File: config.mk
export PLATFORM = sky130hd
export DESIGN_NAME = pll_lock_supervisor
export DESIGN_NICKNAME = d
export VERILOG_FILES = /design/src/rtl/pll_lock_supervisor.sv
export SDC_FILE = /design/constraint.sdc
export NUM_CORES = 1
export LEC_CHECK = 0
export ABC_AREA = 1
export CAP_MARGIN = 20
export CORE_MARGIN = 2
export CORE_UTILIZATION = 45
export CTS_CLUSTER_SIZE = 8
export DETAILED_ROUTE_END_ITERATION = 16
export PLACE_DENSITY = 0.68
export SLEW_MARGIN = 20
export SYNTH_ARGS = -nofsm -noshare
export SYNTH_HDL_FRONTEND = slang
export SYNTH_SLANG_ARGS = --single-unit
File: constraint.sdc
create_clock -name clk -period 1.44 [get_ports clk]
set_input_delay 0.36 -clock clk [delete_from_list [all_inputs] [get_ports clk]]
set_output_delay 0.36 -clock clk [all_outputs]
set_load 0.1 [all_outputs]
File: src/rtl/pll_lock_supervisor.sv
`default_nettype none
// ============================================================================
// Module : pll_lock_supervisor
// Brief  : Qualifies the PLL lock flag and sequences the downstream reset,
//          counting loss-of-lock events.
// Rev    : 1.0
// ============================================================================
module pll_lock_supervisor #(
  parameter int STABLE_CYCLES = 1024,
  parameter int HOLD_CYCLES   = 16,
  parameter int CNT_WIDTH     = 8
) (
  input  logic                 clk,
  input  logic                 reset,
  input  logic                 locked_in,
  input  logic                 count_clear,
  output logic                 reset_out,
  output logic                 ready,
  output logic                 lost_pulse,
  output logic [CNT_WIDTH-1:0] loss_count
);

  localparam int c_CNT_MAX = (STABLE_CYCLES > HOLD_CYCLES) ? STABLE_CYCLES : HOLD_CYCLES;
  localparam int c_CW      = $clog2(c_CNT_MAX) + 1;
  localparam logic [c_CW-1:0] c_STABLE_LAST = c_CW'(STABLE_CYCLES - 1);
  localparam logic [c_CW-1:0] c_HOLD_LAST   = c_CW'(HOLD_CYCLES);
  localparam logic [c_CW-1:0] c_CNT_ONE     = c_CW'(1);

  typedef enum logic [1:0] {
    S_WAIT      = 2'd0,
    S_STABILIZE = 2'd1,
    S_RUN       = 2'd2,
    S_HOLD      = 2'd3
  } state_t;

  state_t               r_state;
  logic                 r_s1;
  logic                 r_locked_s;
  logic [c_CW-1:0]      r_cnt;
  logic                 r_reset_out;
  logic                 r_ready;
  logic                 r_lost_pulse;
  logic [CNT_WIDTH-1:0] r_loss_count;
  logic                 w_loss_event;
  logic                 w_cnt_sat;

  assign w_loss_event = (r_state == S_RUN) && !r_locked_s;
  assign w_cnt_sat    = &r_loss_count;

  // Two-flop synchroniser; only r_locked_s is trusted downstream.
  always_ff @(posedge clk or posedge reset) begin : p_sync
    if (reset) begin
      r_s1       <= 1'b0;
      r_locked_s <= 1'b0;
    end else begin
      r_s1       <= locked_in;
      r_locked_s <= r_s1;
    end
  end

  always_ff @(posedge clk or posedge reset) begin : p_fsm
    if (reset) begin
      r_state      <= S_WAIT;
      r_cnt        <= '0;
      r_reset_out  <= 1'b1;
      r_ready      <= 1'b0;
      r_lost_pulse <= 1'b0;
    end else begin
      r_lost_pulse <= 1'b0;
      case (r_state)
        S_WAIT: begin
          if (r_locked_s) begin
            r_state <= S_STABILIZE;
            r_cnt   <= c_CNT_ONE;
          end
        end
        S_STABILIZE: begin
          if (!r_locked_s) begin
            r_state <= S_WAIT;
            r_cnt   <= '0;
          end else if (r_cnt == c_STABLE_LAST) begin
            r_state     <= S_RUN;
            r_reset_out <= 1'b0;
            r_ready     <= 1'b1;
          end else begin
            r_cnt <= r_cnt + c_CNT_ONE;
          end
        end
        S_RUN: begin
          if (!r_locked_s) begin
            r_state      <= S_HOLD;
            r_cnt        <= c_CNT_ONE;
            r_reset_out  <= 1'b1;
            r_ready      <= 1'b0;
            r_lost_pulse <= 1'b1;
          end
        end
        S_HOLD: begin
          // Lock is deliberately ignored here so reset is held its full minimum time.
          if (r_cnt == c_HOLD_LAST) begin
            r_state <= S_WAIT;
            r_cnt   <= '0;
          end else begin
            r_cnt <= r_cnt + c_CNT_ONE;
          end
        end
        default: begin
          r_state <= S_WAIT;
          r_cnt   <= '0;
        end
      endcase
    end
  end

  // A loss coinciding with a clear must still be recorded, hence the load of 1.
  always_ff @(posedge clk or posedge reset) begin : p_loss_count
    if (reset) begin
      r_loss_count <= '0;
    end else if (w_loss_event) begin
      if (count_clear) begin
        r_loss_count <= CNT_WIDTH'(1);
      end else if (!w_cnt_sat) begin
        r_loss_count <= r_loss_count + CNT_WIDTH'(1);
      end
    end else if (count_clear) begin
      r_loss_count <= '0;
    end
  end

  assign reset_out  = r_reset_out;
  assign ready      = r_ready;
  assign lost_pulse = r_lost_pulse;
  assign loss_count = r_loss_count;

endmodule
`default_nettype wire

==> summary.md <==
| Metric | Value |
|---|---|
| CTS tree | built |
| Pin count of the biggest net entering global routing | 27 |
| CP cell instances | ha_2, nand2_2, nor2_4, nand4_1, nor2_1, nor2_2, buf_6, o21ai_1 |
| Layout Skew | 7.25 ps |
| DIE AREA | 0.00398 sq mm |
| Worst skew pair latency | between 300 and 400 ps |
| Critical Path Stages | 8 |
| Die Span Y | about 63 microns |
| Startpoint Class | register |
| P&R area growth vs syn | 51.2% |
| RSZ-0062 raised after global routing | true |
| Final WL | roughly 4200 microns |
| Outcome | finished with violations |
| Reg2reg path depth | 8 |
| Grt total ovfl | 0 |
| Synth area leader | dfrtp_1 |
| CTS Root Buffer Type | clkbuf_4 |
| Synth Warn # | 0 |
| Worst Setup EP | r_cnt[10]$_DFFE_PP0P_ |
| Final Cycle Share | 112% |
| # clock sinks | 26 |
| Global-route wire length before repair | 6770 microns |
| Row cnt | 21 |
| Initial drt markers | 76 |
| Layout net count | ~270 |
| Reg2reg start | r_cnt[0]$_DFFE_PP0P_ |
| Post-layout util | approximately 71% |
| I/O pin count | 15 |
| Max Clk Rate | 618 MHz |
| Synth unique cells | 26 |
| IO buf count | 14 |
| Bufs and invs on worst path | 1 |
| Flip-flop and latch area | between 600 and 700 sq um |
| First-pass iteration count of the detailed router | 4 |
| Hold/Removal Path Class | input pin to async pin |
| Worst-path clk slew | roughly 150 ps |
| Multi-input logic area | ~910 sq um |
| Hold buffers post-CTS | 0 |
| Pwr dens | around 800 mW/mm^2 |
| Sequential area share after synthesis | slightly above 40% |
| Fill cells | roughly 280 |
| CP Capture Type | register |
| Failing checks | setup timing |
| RePlAce Congestion | about 0.90 |
| Core box area | ~0.0033 sq mm |
| CP delay by family, top | simple AND/OR/NAND/NOR gates |
| Max FO, Critical Path | 4 |
| Total GRT Usage | a little over a fifth |
| R2R setup slack | -180 ps |
| Critical path class | register to register |
| Slew HR | 78.3% |
| Vias in the first global route | ~1600 |
| CTS max path bufs | 2 |
| Max Transition Viols Final | 0 |
| Routed length per placed instance | roughly 13 microns |
| Worst Max-Slew Pin Slew | roughly 320 ps |
| Post-DP HPWL | 2800 microns |
| Die Width | ~63 microns |
| Final worst slack | -178 ps |
| Initial Util | a little under half |
| Antenna violations before repair | 0 |
| Cell area after synthesis | 0.00157 sq mm |
| LEAKAGE | approximately 1.2 nW |
| Htree depth | 1 |
| Syn Inst Count | 210 |
| Hold slack | about 330 ps |
| RR Endpoint | r_cnt[10]$_DFFE_PP0P_ |
| WP data arrival | ~1900 ps |
| Peak supply drop | ~0.00043 V |
| Flop and latch count out of synthesis | 26 |
| CP max stage cell | dfrtp_1 |
| Synth top area cells | dfrtp_1 40%, nand2_1 13%, inv_1 7.4%, nand3_1 6.7%, xor2_1 3.3% |
| Fin crit period | between 1500 and 2000 ps |
| Worst path required time | approximately 1700 ps |
| Syn_area_per_cell | 7.48 sq um |
| DRC | 0 |
| CP startpoint | r_cnt[0]$_DFFE_PP0P_ |
| Top cell type's share of synthesized area | roughly two fifths |
| Max stage delay on crit path | roughly 440 ps |
| Routed via count | around 1600 |
| CTS buffer count | 3 |
| Max cap viols | 0 |
| Final hold vios | 0 |
| Mapped Nets | between 200 and 250 |
| ANT cells | 0 |
| Layout cells sized above 1 | about two fifths |
| Drt via density | about 5.1 |
| Antenna-violating nets left | 0 |
| # setup viols final | 15 |
-- where the power goes --
| part | switching (mW) | internal [mW] | total [mW] |
|---|---|---|---|
| logic | 0.358 | 0.314 | 0.672 |
| registers | 0.0676 | 0.779 | 0.847 |
| clock network | 0.225 | 0.108 | 0.333 |
| total | 0.650 | 1.20 | 1.85 |
-- cells in the final DEF (no fill, tap or decap), types with 5 or more instances in the layout --
master	n
buf_6	6
o21ai_1	6
nand2_1	44
xor2_1	6
nand4_1	8
nand3_1	18
inv_2	5
buf_4	32
inv_1	29
nand2_4	6
buf_12	12
dfrtp_1	17
nand2_2	10
nor2_1	12
nor2_2	5
-- cells by family after synthesis --
group | after synthesis | synth area share, %
xor gates and xnor gates | 6 | 3.34
adders and majority gates | 3 | 2.39
DFF | 26 | 41.5
and+or+nand+nor | 118 | 36.8
buffers and inverters | 36 | 8.76
AOI/OAI and AO/OA | 21 | 7.24
-- how the worst min path moves through the flow --
stage | startpoint | endpoint | slack [ps] | depth (start not counted)
after global placement | r_s1$_DFF_PP0_ | r_locked_s$_DFF_PP0_ | 330 | 0
after global routing | reset | loss_count[0]$_DFFE_PP0P_ | 350 | 3
after CTS | reset | loss_count[0]$_DFFE_PP0P_ | 340 | 3
after floorplan | r_s1$_DFF_PP0_ | r_locked_s$_DFF_PP0_ | 330 | 0
final | reset | r_cnt[0]$_DFFE_PP0P_ | 330 | 3
after detailed placement | r_s1$_DFF_PP0_ | r_locked_s$_DFF_PP0_ | 340 | 0
-- state kept, by name, indices dropped and copies added, names as in the netlist, named ones only --
name	count
r_cnt	11
loss_count	8
lost_pulse	1
r_locked_s	1
r_s1	1
r_state	1
ready	1
reset_out	1
-- worst register-to-register path, delay by kind of cell, from the launching register on --
kind                     cells  cell delay (ps)
AND/OR/NAND/NOR              5              640
flip-flops                   1              440
adder cells (fa/ha/maj)      1              210
AO/OA/AOI/OAI                1              140
buffers and inverters        1              130
-- cell type report --
cell class / instances / area share, %
multi-input combinational: 148 / 38.5
sequential: 26 / 28.3
timing repair buffer: 53 / 24.3
inverter: 34 / 5.37
tap: 46 / 2.42
clock buffer: 4 / 1.11
-- metal layers --
metal  up-vias  global-route usage, %  wire length, microns
met3        19                   2.86                   122
met5         -                      0                     0
met2        39                   36.8                  2130
met1       748                   26.6                  1760
met4         0                   9.17                   171
li1        789                      -                     -
-- synth_stat cells (all sizes together) --
cell type and number:
nand4 8, xor2 6, o211ai 1, nor4 1, dfrtp 25, dfstp 1, a21oi 3, nor3 4
buf 2, o2111ai 1, o21ai 14, nand2 61, nand3 23, inv 34, ha 3, a31oi 2
nor2 21
-- stage by stage --
step	total power, mW	setup WS (ps)	setup TNS [ps]	cells	instance area (sq um)
CTS	1.79	-62.6	-669	310	2280
global placement	1.37	-21.1	-49.5	296	2140
floorplan	1.15	-81.2	-519	210	1620
global route	1.97	-254	-2570	311	2380
detailed placement	1.38	-55.7	-389	296	2140
finish	1.85	-178	-1320	311	2380
-- repair_timing --
item | in CTS | in global routing
resized for setup | 14 | 24
pin swaps | 8 | 11
endpoints found under the setup margin | 16 | 29
setup buffers | 10 | 5
hold endpoints to repair | 0 | 0
No activity file was read; power rests on OpenSTA's default activity.
